[src/rtl/gen_cla_pkg.sv]
// Shared constants, term-layout helpers and FSM state type for the
// generated-carry linear adder.
package gen_cla_pkg;

    localparam int NBIT = 7;

    function automatic int nnl_width(input int nbit);
        return (2 ** (nbit + 2)) - nbit - 4;
    endfunction

    // Group j holds the ANF terms of carry c_(j+1); groups are packed back to back.
    function automatic int grp_base(input int j);
        return (2 ** (j + 2)) - 4 - j;
    endfunction

    function automatic int grp_size(input int j);
        return (2 ** (j + 2)) - 1;
    endfunction

    localparam int NNL = nnl_width(NBIT);
    localparam int GW  = grp_size(NBIT - 1);
    localparam int JW  = $clog2(NBIT + 1);

    typedef enum logic [1:0] {
        IDLE,
        ACC,
        DONE
    } state_t;

endpackage

[src/rtl/gen_linear_part_if.sv]
// Operand/result handshake bundle for gen_linear_part.
interface gen_linear_part_if;
    import gen_cla_pkg::*;

    logic            in_valid;
    logic            in_ready;
    logic [NNL-1:0]  n;
    logic [NBIT-1:0] a;
    logic [NBIT-1:0] b;
    logic            c;
    logic            out_valid;
    logic            out_ready;
    logic [NBIT-1:0] sum;
    logic            cout;
    logic            err;

    modport master (
        output in_valid, n, a, b, c, out_ready,
        input  in_ready, out_valid, sum, cout, err
    );

    modport slave (
        input  in_valid, n, a, b, c, out_ready,
        output in_ready, out_valid, sum, cout, err
    );

endinterface

[src/rtl/gen_group_xor.sv]
// Selects term group sel from the packed term vector and XOR-reduces it;
// positions above the group's size are forced to zero.
module gen_group_xor
    import gen_cla_pkg::*;
(
    input  logic [NNL-1:0] n,
    input  logic [JW-1:0]  sel,
    output logic           par
);

    logic [GW-1:0] masked [NBIT];
    logic [GW-1:0] grp;

    for (genvar g = 0; g < NBIT; g++) begin : g_grp
        assign masked[g] = GW'(n[grp_base(g) +: grp_size(g)]);
    end

    always_comb begin
        // NOTE: every variable gets a default first so no path leaves it unassigned and infers a latch.
        grp = '0;
        if (sel < JW'(NBIT)) begin
            grp = masked[sel];
        end
        par = ^grp;
    end

endmodule

[src/rtl/gen_linear_part.sv]
// Serial linear-part adder: one carry group per cycle from precomputed AND terms.
// Optional carry checker enabled by defining GEN_LIN_CHECK_EN.
module gen_linear_part
    import gen_cla_pkg::*;
(
    input  logic              clk,
    input  logic              rst,
    gen_linear_part_if.slave  bus
);

    state_t          state;
    state_t          state_nxt;
    logic [JW-1:0]   j;
    logic            last;
    logic            accept;
    logic            in_ready_c;
    logic            out_valid_c;

    logic [NNL-1:0]  n_q;
    logic [NBIT-1:0] a_q;
    logic [NBIT-1:0] b_q;
    logic            carry;
    logic            grp_par;

    logic [NBIT-1:0] sum_q;
    logic            cout_q;

    // The j==NBIT cycle only moves the final carry to cout, giving NBIT+1 ACC cycles.
    assign last   = (j == JW'(NBIT));
    assign accept = in_ready_c && bus.in_valid;

    gen_group_xor u_group_xor (
        .n   (n_q),
        .sel (j),
        .par (grp_par)
    );

    always_comb begin
        state_nxt   = state;
        in_ready_c  = 1'b0;
        out_valid_c = 1'b0;
        unique case (state)
            IDLE: begin
                in_ready_c = 1'b1;
                if (bus.in_valid) state_nxt = ACC;
            end
            ACC: begin
                if (last) state_nxt = DONE;
            end
            DONE: begin
                out_valid_c = 1'b1;
                if (bus.out_ready) state_nxt = IDLE;
            end
            default: state_nxt = IDLE;
        endcase
    end

    // NOTE: sequential state uses non-blocking assignments so every flop samples pre-edge values.
    always_ff @(posedge clk) begin
        if (rst) begin
            state  <= IDLE;
            j      <= '0;
            sum_q  <= '0;
            cout_q <= 1'b0;
        end else begin
            state <= state_nxt;
            if (accept) begin
                j <= '0;
            end else if (state == ACC) begin
                if (last) begin
                    cout_q <= carry;
                end else begin
                    sum_q[j] <= a_q[j] ^ b_q[j] ^ carry;
                    j        <= j + JW'(1);
                end
            end
        end
    end

    // NOTE: operand registers carry no reset; they are always loaded on accept before being read.
    always_ff @(posedge clk) begin
        if (accept) begin
            n_q   <= bus.n;
            a_q   <= bus.a;
            b_q   <= bus.b;
            carry <= bus.c;
        end else if (state == ACC && !last) begin
            carry <= grp_par;
        end
    end

`ifdef GEN_LIN_CHECK_EN
    logic maj;
    logic err_q;

    assign maj = (a_q[j] & b_q[j]) | (a_q[j] & carry) | (b_q[j] & carry);

    // Sticky per operation: any group whose parity disagrees with the true carry flags it.
    always_ff @(posedge clk) begin
        if (rst) begin
            err_q <= 1'b0;
        end else if (accept) begin
            err_q <= 1'b0;
        end else if (state == ACC && !last && (grp_par != maj)) begin
            err_q <= 1'b1;
        end
    end

    assign bus.err = err_q;
`else
    assign bus.err = 1'b0;
`endif

    assign bus.in_ready  = in_ready_c;
    assign bus.out_valid = out_valid_c;
    assign bus.sum       = sum_q;
    assign bus.cout      = cout_q;

endmodule

[src/flat_wrapper.sv]
// flat-port wrapper written by rule: the top's interface ports become plain ports
module gen_linear_part_flat import gen_cla_pkg::*;
  (clk, rst, bus_in_valid, bus_n, bus_a, bus_b, bus_c, bus_out_ready, bus_in_ready, bus_out_valid, bus_sum, bus_cout, bus_err);
  gen_linear_part_if bus_i ();
  input  logic clk;
  input  logic rst;
  input wire logic [$bits(bus_i.in_valid)-1:0] bus_in_valid;
  input wire logic [$bits(bus_i.n)-1:0] bus_n;
  input wire logic [$bits(bus_i.a)-1:0] bus_a;
  input wire logic [$bits(bus_i.b)-1:0] bus_b;
  input wire logic [$bits(bus_i.c)-1:0] bus_c;
  input wire logic [$bits(bus_i.out_ready)-1:0] bus_out_ready;
  output wire logic [$bits(bus_i.in_ready)-1:0] bus_in_ready;
  output wire logic [$bits(bus_i.out_valid)-1:0] bus_out_valid;
  output wire logic [$bits(bus_i.sum)-1:0] bus_sum;
  output wire logic [$bits(bus_i.cout)-1:0] bus_cout;
  output wire logic [$bits(bus_i.err)-1:0] bus_err;
  assign bus_i.in_valid = bus_in_valid;
  assign bus_i.n = bus_n;
  assign bus_i.a = bus_a;
  assign bus_i.b = bus_b;
  assign bus_i.c = bus_c;
  assign bus_i.out_ready = bus_out_ready;
  assign bus_in_ready = bus_i.in_ready;
  assign bus_out_valid = bus_i.out_valid;
  assign bus_sum = bus_i.sum;
  assign bus_cout = bus_i.cout;
  assign bus_err = bus_i.err;
  gen_linear_part u_core (.clk(clk), .rst(rst), .bus(bus_i));
endmodule
[config.mk]
export PLATFORM = sky130hd
export DESIGN_NAME = gen_linear_part_flat
export DESIGN_NICKNAME = d
export VERILOG_FILES = /design/src/rtl/gen_cla_pkg.sv /design/src/rtl/gen_linear_part_if.sv /design/src/rtl/gen_group_xor.sv /design/src/rtl/gen_linear_part.sv /design/src/flat_wrapper.sv
export SDC_FILE = /design/constraint.sdc
export NUM_CORES = 1
export LEC_CHECK = 0
export CORE_MARGIN = 5
export CORE_UTILIZATION = 53
export DETAILED_ROUTE_END_ITERATION = 12
export GPL_ROUTABILITY_DRIVEN = 0
export MAX_ROUTING_LAYER = met4
export PLACE_DENSITY = 0.95
export SLEW_MARGIN = 20
export SYNTH_ARGS = -nofsm -noshare
export SYNTH_HDL_FRONTEND = slang
export SYNTH_HIERARCHICAL = 1
export SYNTH_SLANG_ARGS = --single-unit
[constraint.sdc]
create_clock -name clk -period 33.6 [get_ports clk]
set_clock_uncertainty 0.15 [all_clocks]
set_input_delay 6.72 -clock clk [delete_from_list [all_inputs] [get_ports clk]]
set_output_delay 6.72 -clock clk [all_outputs]
set_load 0.005 [all_outputs]
== Word level (Yosys, flattened, before mapping) ==
Index checks and enable logic that the tools add are counted.
Operators by class
  $add $sub $neg: 1
  magnitude comparators: 4
  eq/ne operators: 6
  mux-type cells: 19
  bitwise operators: 5
  reduce and logical (&&, ||, !) cells: 12
Operators by type and width (number)
  binary-select mux 255 bit (select 3 bit): 1
  two-way mux 255 bit: 3
  XOR reduction 255 bit: 1
  AND reduction 3 bit: 3
  bitwise mux 7 bit: 1
  two-way mux 1 bit: 7
  binary-select mux 1 bit (select 3 bit): 2
  two-way mux 2 bit: 3
  one-hot mux 2 bit (3 select lines): 1
  greater-or-equal comparator 4 bit, second input constant: 1
  < comparator 3 x 4 -> 1 bit, second input constant: 1
  inequality test 2 bit, second input constant: 2
  NOT 3 -> 4 bit: 1
  adder 3 x 1 -> 3 bit, second input constant: 1
  demux 1 bit (select 3 bit): 1
  == test 3 bit, second input constant: 1
  greater-or-equal comparator 3 x 1 -> 1 bit, second input constant: 1
  logical AND 1 bit: 3
  < comparator 3 bit, second input constant: 1
  == test 2 x 1 -> 1 bit, second input constant: 1
  == test 2 bit, second input constant: 1
  logical NOT 2 bit: 1
  inequality test 2 x 1 -> 1 bit, second input constant: 1
  NOT 1 bit: 2
  other kinds (5): 6
Word-level totals
  flip-flop bits (word level): 529
  bits of input ports: 520
  output and inout port bits: 11
  logic and storage cells: 55

== Longest topological paths before layout ==
Gate-level depths: netlist of run 1.
  depth in word-level cells: 8
  mapped depth: 17
  gate-level depth less buffers: 13

== Hierarchy ==
The synthesis of run 1 kept the hierarchy.
By module, submodules not included
  gen_linear_part: times used 1, cells each 616, area each 16387.0 um^2, seq. area each 15755.1 um^2
  gen_group_xor: times used 1, cells each 610, area each 4779.6 um^2, seq. area each 0.0 um^2

== Worst setup path after synthesis of run 1 ==
OpenSTA, ideal clock, no wires.
  path kind: input to register
  from: input port bus_in_valid
  to: register u_core.carry, data pin
  setup time: 232 ps
  data arrival time: 22760 ps
  path slack: 10458 ps
  stages: 3
  path buffers: 1
  path through: and2_1 > clkbuf_1 > mux2_2
On the way
  word-level cells in the longest chain between the ends: 2
Ends and longest elaborated chain
  start, declared: line flat_wrapper.sv:7  | input wire logic [$bits(bus_i.in_valid)-1:0] bus_in_valid;
  logical AND 1 bit: line gen_linear_part.sv:30  | assign accept = in_ready_c && bus.in_valid;
  named net u_core.accept: line gen_linear_part.sv:15  | logic accept;
  two-way mux 1 bit: line gen_linear_part.sv:82  | if (accept) begin
  end signal, assigned: line gen_linear_part.sv:86  | carry <= bus.c;
  end signal, assigned: line gen_linear_part.sv:88  | carry <= grp_par;
  end, declared: line gen_linear_part.sv:22  | logic carry;
The timed path passes the listed nets, and every way through them passes these cells.
A chain may end at the register's enable or synchronous reset.

== Worst setup path after layout of run 1 ==
  from: input port bus_in_valid
  to: register u_core.n_q[451], enable pin
On the way
  word-level cells in the longest chain between the ends: 1
Ends and longest elaborated chain
  logical AND 1 bit: line gen_linear_part.sv:30
  end signal, assigned: line gen_linear_part.sv:83  | n_q <= bus.n;
  end, declared: line gen_linear_part.sv:19  | logic [NNL-1:0] n_q;
No other way between the ends.

==> qor.txt, run 1 <==
DP Worst Slack = 22310 ps
Final setup vio count = 0
Slew HR = 0.279
Peak fanout along the critical path = 92
Crit Path Category = in -> reg
Core Footprint = 39600 um^2
Sink Count = 529
Slew Limit Fails = 0
Post-route cell area = 28500 um^2
First-pass GRT wire length = 85.4 mm
PD cells = 56.3 nW/um^2
Crit end category = flop
Most frequent cells in the layout = clkdlybuf4s50_1 (529), edfxtp_1 (516), xnor2_1 (296)
Worst setup startpoint = bus_in_valid
Num CTS Buffers = 51
Worst-skew pair later-pin latency = 580 ps
Clock transition at path regs = 60 ps
CTS root buf = clkbuf_16
Drc violations = 0
Post-synthesis register bit count = 529
Worst min path class = reg -> reg
Worst Tran Pin Value = 1080 ps
Maximum vdd drop = 51.9 uV
Ys Warns = 6
Dominant synthesized flop cell = edfxtp_1
Worst path arrival time = 10560 ps
Setup crit end = u_core/n_q[451]
Synth Area per Inst = 17.3 um^2
Final Hold Viols = 0
Routed wire length = 58.5 mm
Die ar. = 44000 um^2
Site row count = 73
ANT nets after route = 0
Die X = 210 um
Detail Placement HPWL = 40.7 mm
TNS Setup = 0 ps
RSZ-0062 raised after global routing = false
Synth-to-Final Area Change = 34.9%
DP Area = 27000 um^2
Synthesized cell area = 21200 um^2
Vias = 12700
Min Hold Slack = 376 ps
Post-Syn Instances = 1226
Fin crit share = 0.313
Largest net degree at the start of global routing = 215
R2R depth = 13
R2R Path Start = u_core/j[1]
EDFF count, synth = 516
Most common cell after layout, fill and taps aside = clkdlybuf4s50_1
Max Cap Viol = 0
CTS tree = built
Leak = 9.45 nW
CP startpoint kind = primary input
Syn_nets = 1748
GRT Residual Overflow = 0
IO Pins = 531
Initial DRC Count = 1115
RR Endpoint = u_core/carry
Req. time, crit path = 33650 ps
CTS max path bufs = 3
Status = complete, no violations
Register area share after synthesis = 0.744
Minimum clock period = 10510 ps
Total Routing Usage GR = 0.267
Antenna violations before repair = 11
Postcts setup bufs = 0
Initial core utilization = 0.534
Distinct cells, synth = 61
Nets = 2305
Vias per inst = 5.40
Routed wire per std cell = 24.8 um
Port Buffers = 529
Fmax = 95.1 MHz
Worst reg-to-reg setup slack = 28550 ps
PnR worst setup slack = 23090 ps
Vias in the first global route = 14200
Asr flop ratio synth = 0
Die height = 210 um
Cells resized by post-CTS repair = 0
CTS H-tree lvls = 2
Hold_buf cts = 0
Layout cells sized above 1 = 0.0523
Pre-antenna DRT Iters = 5
## logic make-up (layout without fill, tap and decap cells)
| logic type | Yosys count | count (layout) | share of synthesized area |
|---|---|---|---|
| adders and majority gates | 2 | 2 | 0.00118 |
| muxes | 33 | 33 | 0.0183 |
| AOI/OAI and AO/OA | 129 | 129 | 0.0403 |
| buffers and inverters | 35 | 627 | 0.0110 |
| DFF | 529 | 529 | 0.744 |
| xor gates and xnor gates | 364 | 364 | 0.153 |
| and+or+nand+nor | 133 | 133 | 0.0318 |
| other | 1 | 12 | 0.000177 |
## registers in the layout (all words and copies together) (netlist names)
| name | count |
|---|---|
| u_core/bus.sum | 7 |
| u_core/j | 3 |
| u_core/n_q | 501 |
| u_core/a_q | 7 |
| u_core/carry | 1 |
| u_core/b_q | 7 |
| u_core/bus.cout | 1 |
| u_core/state | 2 |
## through the flow
stage               cells   util  total power (W)
CTS                  2342  0.719          0.00162
floorplan            1226      -         0.000987
global route         2354  0.720          0.00167
finish               2354  0.720          0.00161
global placement     2254  0.680          0.00106
detailed placement   2254  0.680          0.00108
## final cells by class
class / count / area [um^2]
inverters: 2 / 7.51
flip-flops and latches: 529 / 15800
diodes: 11 / 27.5
clock inverters: 16 / 104
clock buffers: 72 / 1420
multi-input cells: 662 / 5180
well taps: 525 / 657
repair buffers: 537 / 5390
fillers: 2262 / 11100
## layer usage
layer	routed length [um]	vias up	global-route usage
li1	-	5649	-
met1	19900	6228	0.292
met2	32000	723	0.480
met3	4780	116	0.0584
met4	1830	0	0.0961
met5	0	-	-
## synthesized netlist by cell type, types with 10 or more instances
| library cell | n | share of area |
|---|---|---|
| edfxtp_1 | 516 | 0.73 |
| xnor2_1 | 296 | 0.12 |
| xor2_1 | 64 | 0.026 |
| nand2_1 | 35 | 0.0062 |
| nor2_1 | 33 | 0.0059 |
| o21ai_0 | 30 | 0.0071 |
| a21oi_1 | 26 | 0.0061 |
| mux2i_1 | 26 | 0.012 |
| dfxtp_1 | 13 | 0.012 |
| buf_2 | 12 | 0.0028 |
| o21ai_1 | 12 | 0.0028 |
| nor2b_1 | 11 | 0.0033 |
| a22oi_1 | 10 | 0.0035 |
| and3_1 | 10 | 0.0030 |
| nand3_1 | 10 | 0.0024 |
## worst max-delay path, cell delays in order
cell and delay (ps):
clkdlybuf4s50_1 460, and2_4 590, buf_4 930, buf_4 940
buf_6 720
## report_power, final
group	leakage (nW)	total, W	switching (W)	internal (W)
sequential	5.05	0.000797	0.0000211	0.000776
combinational	3.66	0.000274	0.000132	0.000142
clock	0.741	0.000536	0.000236	0.000300
## worst min path at each step
stage,from,end,slack [ps],cells past startpoint
after global placement,u_core/bus.cout,u_core/bus.cout,340,2
final,u_core/bus.sum[1],u_core/bus.sum[1],380,2
after detailed placement,u_core/bus.sum[1],u_core/bus.sum[1],380,2
after global routing,u_core/bus.sum[5],u_core/bus.sum[5],420,2
after CTS,u_core/bus.sum[1],u_core/bus.sum[1],390,2
after floorplan,u_core/bus.cout,u_core/bus.cout,340,2
(Power assumes the default switching activity.)
==> run 2: changes to the inputs <==
--- a/config.mk
+++ b/config.mk
@@ -6,11 +6,11 @@
 export NUM_CORES = 1
 export LEC_CHECK = 0
 export CORE_MARGIN = 5
-export CORE_UTILIZATION = 53
+export CORE_UTILIZATION = 45
 export DETAILED_ROUTE_END_ITERATION = 12
 export GPL_ROUTABILITY_DRIVEN = 0
 export MAX_ROUTING_LAYER = met4
-export PLACE_DENSITY = 0.95
+export PLACE_DENSITY = 0.89
 export SLEW_MARGIN = 20
 export SYNTH_ARGS = -nofsm -noshare
 export SYNTH_HDL_FRONTEND = slang
==> constraint.sdc (replaced) <==
create_clock -name clk -period 9.5 [get_ports clk]
set_clock_uncertainty 0.15 [all_clocks]
set_input_delay 1.9 -clock clk [delete_from_list [all_inputs] [get_ports clk]]
set_output_delay 1.9 -clock clk [all_outputs]
set_load 0.005 [all_outputs]
==> qor.txt, run 2 (synthesized netlist as in run 1, its figures left out) <==
Status = complete, no violations
GRT Residual Overflow = 0 (unchanged)
CTS tree = built
R2R depth = 13 (unchanged)
Antenna violations before repair = 6 (-5)
Peak fanout along the critical path = 69 (-25%)
Fmax = 213 MHz
CP startpoint kind = flop
Maximum vdd drop = 189 uV (+270%)
DP Cell Count = 2335 (+3.6%)
Max Cap Viol = 0 (unchanged)
Num CTS Buffers = 54 (+5.9%)
Postcts setup bufs = 0 (unchanged)
Top Layer Used = met4
Routed wire length = 54.1 mm (-7.4%)
Cell mode on critical path = xnor3_1
Minimum clock period = 4700 ps
Worst setup startpoint = u_core/j[1]
Initial core utilization = 0.455 (-0.0793)
Total Routing Usage GR = 0.208 (-0.0586)
Worst path arrival time = 4890 ps (-5670 ps)
Most common cell after layout, fill and taps aside = clkdlybuf4s50_1
Final setup vio count = 0 (unchanged)
RR Endpoint = u_core/carry
Critical path, cell by cell = inv_2 > nand3_1 > o21ai_0 > and3_1 > a211o_1 > xor2_1 > xnor3_1 > xnor3_1 > xnor3_1 > xnor2_1 > o21ai_1 > o41ai_2 > mux2_2
Worst Tran Pin Value = 1170 ps (+89.7 ps)
Largest net degree at the start of global routing = 190 (-12%)
Crit-path max cell delay = 930 ps (about the same)
CTS max path bufs = 3 (unchanged)
TNS Setup = 0 ps (unchanged)
Switching power total = 0.00138 W (+250%)
Sw Share = 0.239 (-0.00360)
Routed wire per std cell = 22.2 um (-11%)
CTS root buf = clkbuf_16
Synth-to-Final Area Change = 35.9%
IO Pins = 531 (unchanged)
Die height = 227 um (+8.1%)
Worst-skew pair later-pin latency = 590 ps (about the same)
Vias = 12300 (-3.3%)
Cells resized by post-CTS repair = 0 (unchanged)
Vias per inst = 5.04 (-6.7%)
Crit Path Category = reg -> reg
Detail Placement HPWL = 39.8 mm (-2.3%)
Req. time, crit path = 9690 ps (-23960 ps)
Slew Limit Fails = 0 (unchanged)
PD cells = 201 nW/um^2 (+260%)
Nets = 2306 (+0.043%)
Layout cells sized above 1 = 0.0547 (+0.00248)
Reg power frac = 0.486 (-0.010)
Worst Hold Depth = 2 (unchanged)
Final Hold Viols = 0 (unchanged)
Setup crit end = u_core/carry
Die ar. = 51500 um^2 (+17%)
Worst path slowest cell = dfxtp_4
Port Buffers = 529 (unchanged)
CTS H-tree lvls = 2 (unchanged)
Fin cells = 2440 (+3.7%)
Vias in the first global route = 13200 (-6.4%)
Worst min path class = reg -> reg
Post-route cell area = 28800 um^2 (+0.76%)
Metal2 WL = 29.1 mm (-8.9%)
Clock transition at path regs = 60 ps (about the same)
Largest register by flop count = u_core/n_q
First-pass GRT wire length = 77.4 mm (-9.4%)
RSZ-0062 raised after global routing = false
Clock power share = 0.348 (+0.015)
Fin crit share = 0.495
Core Footprint = 46600 um^2 (+17%)
Die X = 227 um (+8.1%)
Largest register FFs = 501 (unchanged)
Drc violations = 0 (unchanged)
Initial DRC Count = 1214 (+8.9%)
Worst reg-to-reg setup slack = 4800 ps (-23750 ps)
Site row count = 79 (+8.2%)
Met1 WL = 18.9 mm (-5.0%)
Worst hold start = u_core/bus.sum[1]
Most frequent cells in the layout = clkdlybuf4s50_1 (529), edfxtp_1 (516), xnor2_1 (296)
Min Hold Slack = 375 ps (-1.33 ps)
Sink Count = 529 (unchanged)
DP Area = 27100 um^2 (+0.40%)
WL met3 = 4.69 mm (-1.9%)
Slew HR = 0.219 (-0.0598)
Leak = 9.51 nW (+0.64%)
Hold_buf cts = 0 (unchanged)
Comb pwr share = 0.166 (-0.005)
ANT nets after route = 0 (unchanged)
Crit end category = flop
R2R Path Start = u_core/j[1]
Pre-antenna DRT Iters = 5 (unchanged)
Internal power = 0.00440 W (+260%)
==> run 2: power by group through the flow <==
stage	Combinational (W)	Clock [W]	Sequential, W
2_1_floorplan	0.000558	0	0.00286
3_3_place_gp	0.000946	0	0.00285
3_5_place_dp	0.000969	0	0.00286
4_1_cts	0.000980	0.00205	0.00281
5_1_grt	0.00103	0.00215	0.00282
6_report	0.000957	0.00201	0.00281
==> run 2: layer usage <==
metal  track usage  vias to the layer above
met3        0.0473                       99
met2         0.374                      662
met4        0.0640                        0
li1              -                     5651
met1         0.232                     5889
met5             -                        -
==> run 2: worst min-delay path by stage <==
stage                         to  slack, ps
3_5_place_dp   u_core/bus.sum[1]        370
5_1_grt        u_core/bus.sum[1]        410
2_1_floorplan    u_core/bus.cout        340
4_1_cts        u_core/bus.sum[1]        380
6_report       u_core/bus.sum[1]        370
3_3_place_gp     u_core/bus.cout        340
==> run 2: layout make-up <==
type / instances / area [um^2]
antenna: 6 / 15.0
clock buffer: 70 / 1410
clock inverter: 29 / 260
fill: 3168 / 17800
inverter: 2 / 7.51
multi-input combinational: 662 / 5180
sequential: 529 / 15800
tap: 607 / 759
timing repair buffer: 535 / 5370
==> run 2: worst max-delay path: cells and delay by family, from the launching register on <==
family	cells	cell delay (ps)
AO/OA/AOI/OAI	4	640
XOR/XNOR	5	1490
buffers and inverters	1	480
flip-flops	1	930
multiplexers	1	290
AND/OR/NAND/NOR	2	450
==> run 2: metrics by stage <==
stage / power [W] / setup slack (ps) / util
after floorplan: 0.00342 / 2890 / -
after global placement: 0.00380 / 4780 / 0.582
after detailed placement: 0.00383 / 4670 / 0.582
after CTS: 0.00585 / 4750 / 0.618
after global routing: 0.00601 / 4560 / 0.618
final: 0.00578 / 4800 / 0.618
==> run 3: changes to the inputs <==
==> constraint.sdc (replaced) <==
create_clock -name clk -period 3.9 [get_ports clk]
set_clock_uncertainty 0.15 [all_clocks]
set_input_delay 0.78 -clock clk [delete_from_list [all_inputs] [get_ports clk]]
set_output_delay 0.78 -clock clk [all_outputs]
set_load 0.005 [all_outputs]
==> qor.txt, run 3 (synthesized netlist as in run 1, its figures left out) <==
Maximum vdd drop = 490 uV (+160%)
Most crowded layer after global routing = met2
DP Area = 27300 um^2 (+1.0%)
IO Pins = 531 (unchanged)
Site row count = 79 (unchanged)
Drc violations = 0 (unchanged)
Fin cells = 2464 (+0.98%)
Worst Hold Depth = 2 (unchanged)
Layout cells sized above 1 = 0.0707 (+0.0160)
Number of fill cells = 3133 (-1.1%)
DP Worst Slack = 134 ps (-4540 ps)
PnR worst setup slack = 187 ps (-4610 ps)
Core Footprint = 46600 um^2 (unchanged)
Worst path arrival time = 3890 ps (-1000 ps)
Met3 usage = 0.0431 (-0.00414)
CTS max path bufs = 3 (unchanged)
Fmax = 269 MHz (+27%)
Die height = 227 um (unchanged)
Req. time, crit path = 4080 ps (-5610 ps)
CTS root buf = clkbuf_16
Most common cell after layout, fill and taps aside = clkdlybuf4s50_1
Leak = 9.68 nW (+1.8%)
Largest register by flop count = u_core/n_q
Pre-antenna DRT Iters = 6 (+1)
Worst Hold End = u_core/bus.sum[5]
Die ar. = 51500 um^2 (unchanged)
Post-route cell area = 29100 um^2 (+1.1%)
Worst Tran Pin Value = 795 ps (-376 ps)
Crit end category = flop
Multi-input gate area = 5180 um^2 (about the same)
Minimum clock period = 3710 ps (-989 ps)
Worst reg-to-reg setup slack = 190 ps (-4610 ps)
Total Routing Usage GR = 0.213 (+0.00427)
CTS tree = built
Vias per inst = 5.11 (+1.4%)
R2R Path Start = u_core/j[1]
Synth-to-Final Area Change = 37.4%
Met2 Use GR = 0.370 (-0.00366)
Final setup vio count = 0 (unchanged)
Initial DRC Count = 1147 (-5.5%)
DP Cell Count = 2361 (+1.1%)
Register area = 15800 um^2 (unchanged)
Initial core utilization = 0.455 (unchanged)
ANT nets after route = 0 (unchanged)
Slew Limit Fails = 0 (unchanged)
Worst hold start = u_core/bus.sum[5]
CP startpoint kind = flop
Vias = 12600 (+2.4%)
Die X = 227 um (unchanged)
Nets = 2333 (+1.2%)
First-pass GRT wire length = 79.1 mm (+2.3%)
Grt met1 use = 0.250 (+0.0177)
Max Cap Viol = 0 (unchanged)
Worst min path class = reg -> reg
GRT Residual Overflow = 0 (unchanged)
Vias in the first global route = 13400 (+0.96%)
Routed wire per std cell = 22.4 um (+0.83%)
Worst-skew pair later-pin latency = 580 ps (about the same)
RSZ-0062 raised after global routing = false
R2R depth = 14 (+1)
Final Power = 0.0142 W (+150%)
CTS H-tree lvls = 2 (unchanged)
Antenna violations before repair = 6 (unchanged)
Slew HR = 0.470 (+0.251)
Most frequent cells in the layout = clkdlybuf4s50_1 (529), edfxtp_1 (516), xnor2_1 (296)
Fin crit share = 0.952 (+0.457)
Clock transition at path regs = 60 ps (about the same)
Status = complete, no violations
Final Hold Viols = 0 (unchanged)
Detail Placement HPWL = 40.6 mm (+2.0%)
Largest register FFs = 501 (unchanged)
Port Buffers = 529 (unchanged)
TNS Setup = 0 ps (unchanged)
Peak fanout along the critical path = 9 (-87%)
Routed wire length = 55.1 mm (+1.8%)
Sink Count = 529 (unchanged)
Largest net degree at the start of global routing = 99 (-48%)
Crit Path Category = reg -> reg
PD cells = 489 nW/um^2 (+140%)
RR Endpoint = u_core/carry
Num CTS Buffers = 52 (-3.7%)
run 3: changes by cell type in the layout (fill, tap and decap cells not counted), sizes merged, moves of 2 or more:
cell	change
bufinv	+2
clkinvlp	+2
buf	+29
inv	-2
clkinv	-2
clkbuf	-4
run 3: layer usage:
layer | vias to the layer above | share of wire
li1 | 5693 | -
met1 | 6090 | 0.37
met2 | 697 | 0.52
met3 | 111 | 0.084
met4 | 0 | 0.030
met5 | - | 0
run 3: critical path: stages (launching register included):
cell	delay, ps
dfxtp_4	380
buf_12	130
inv_2	190
nand3_1	120
o21ai_1	150
o21ai_1	130
a211o_1	360
xor2_1	170
xnor3_1	460
xnor3_1	390
xnor3_1	220
xnor2_1	160
o21ai_1	120
o41ai_2	90
mux2_2	260
run 3: metrics by stage:
| stage | util | hold slack [ps] |
|---|---|---|
| global placement | 0.587 | 342 |
| floorplan | - | 339 |
| detailed placement | 0.587 | 353 |
| CTS | 0.624 | 368 |
| finish | 0.625 | 362 |
| global route | 0.625 | 386 |
run 3: worst max-delay path by stage:
stage	from	to	cells after the start
3_5_place_dp	u_core/j[1]	u_core/carry	13
6_report	u_core/j[1]	u_core/carry	14
3_3_place_gp	u_core/j[1]	u_core/carry	13
5_1_grt	u_core/j[1]	u_core/carry	14
2_1_floorplan	u_core/j[1]	u_core/carry	15
4_1_cts	u_core/j[1]	u_core/carry	13
run 3: power by group:
part,internal [W],switching (W),total (W)
combinational,0.00126,0.00114,0.00240
clock,0.00290,0.00209,0.00499
sequential,0.00667,0.000160,0.00683
run 3: area by class of cell:
class                   count  share of cell area
inverters                   2            0.000258
diodes                      5            0.000430
clock inverters            29              0.0106
clock buffers              66              0.0473
well taps                 607              0.0261
repair buffers            564               0.195
flip-flops and latches    529               0.542
multi-input cells         662               0.178
run 3: timing repair:
action / in CTS / in global routing
buffers inserted: 0 / 3
hold buffers: 0 / 0
gates resized for setup: 0 / 3
hold endpoints to repair: 0 / 0
setup endpoints to repair: 0 / 1
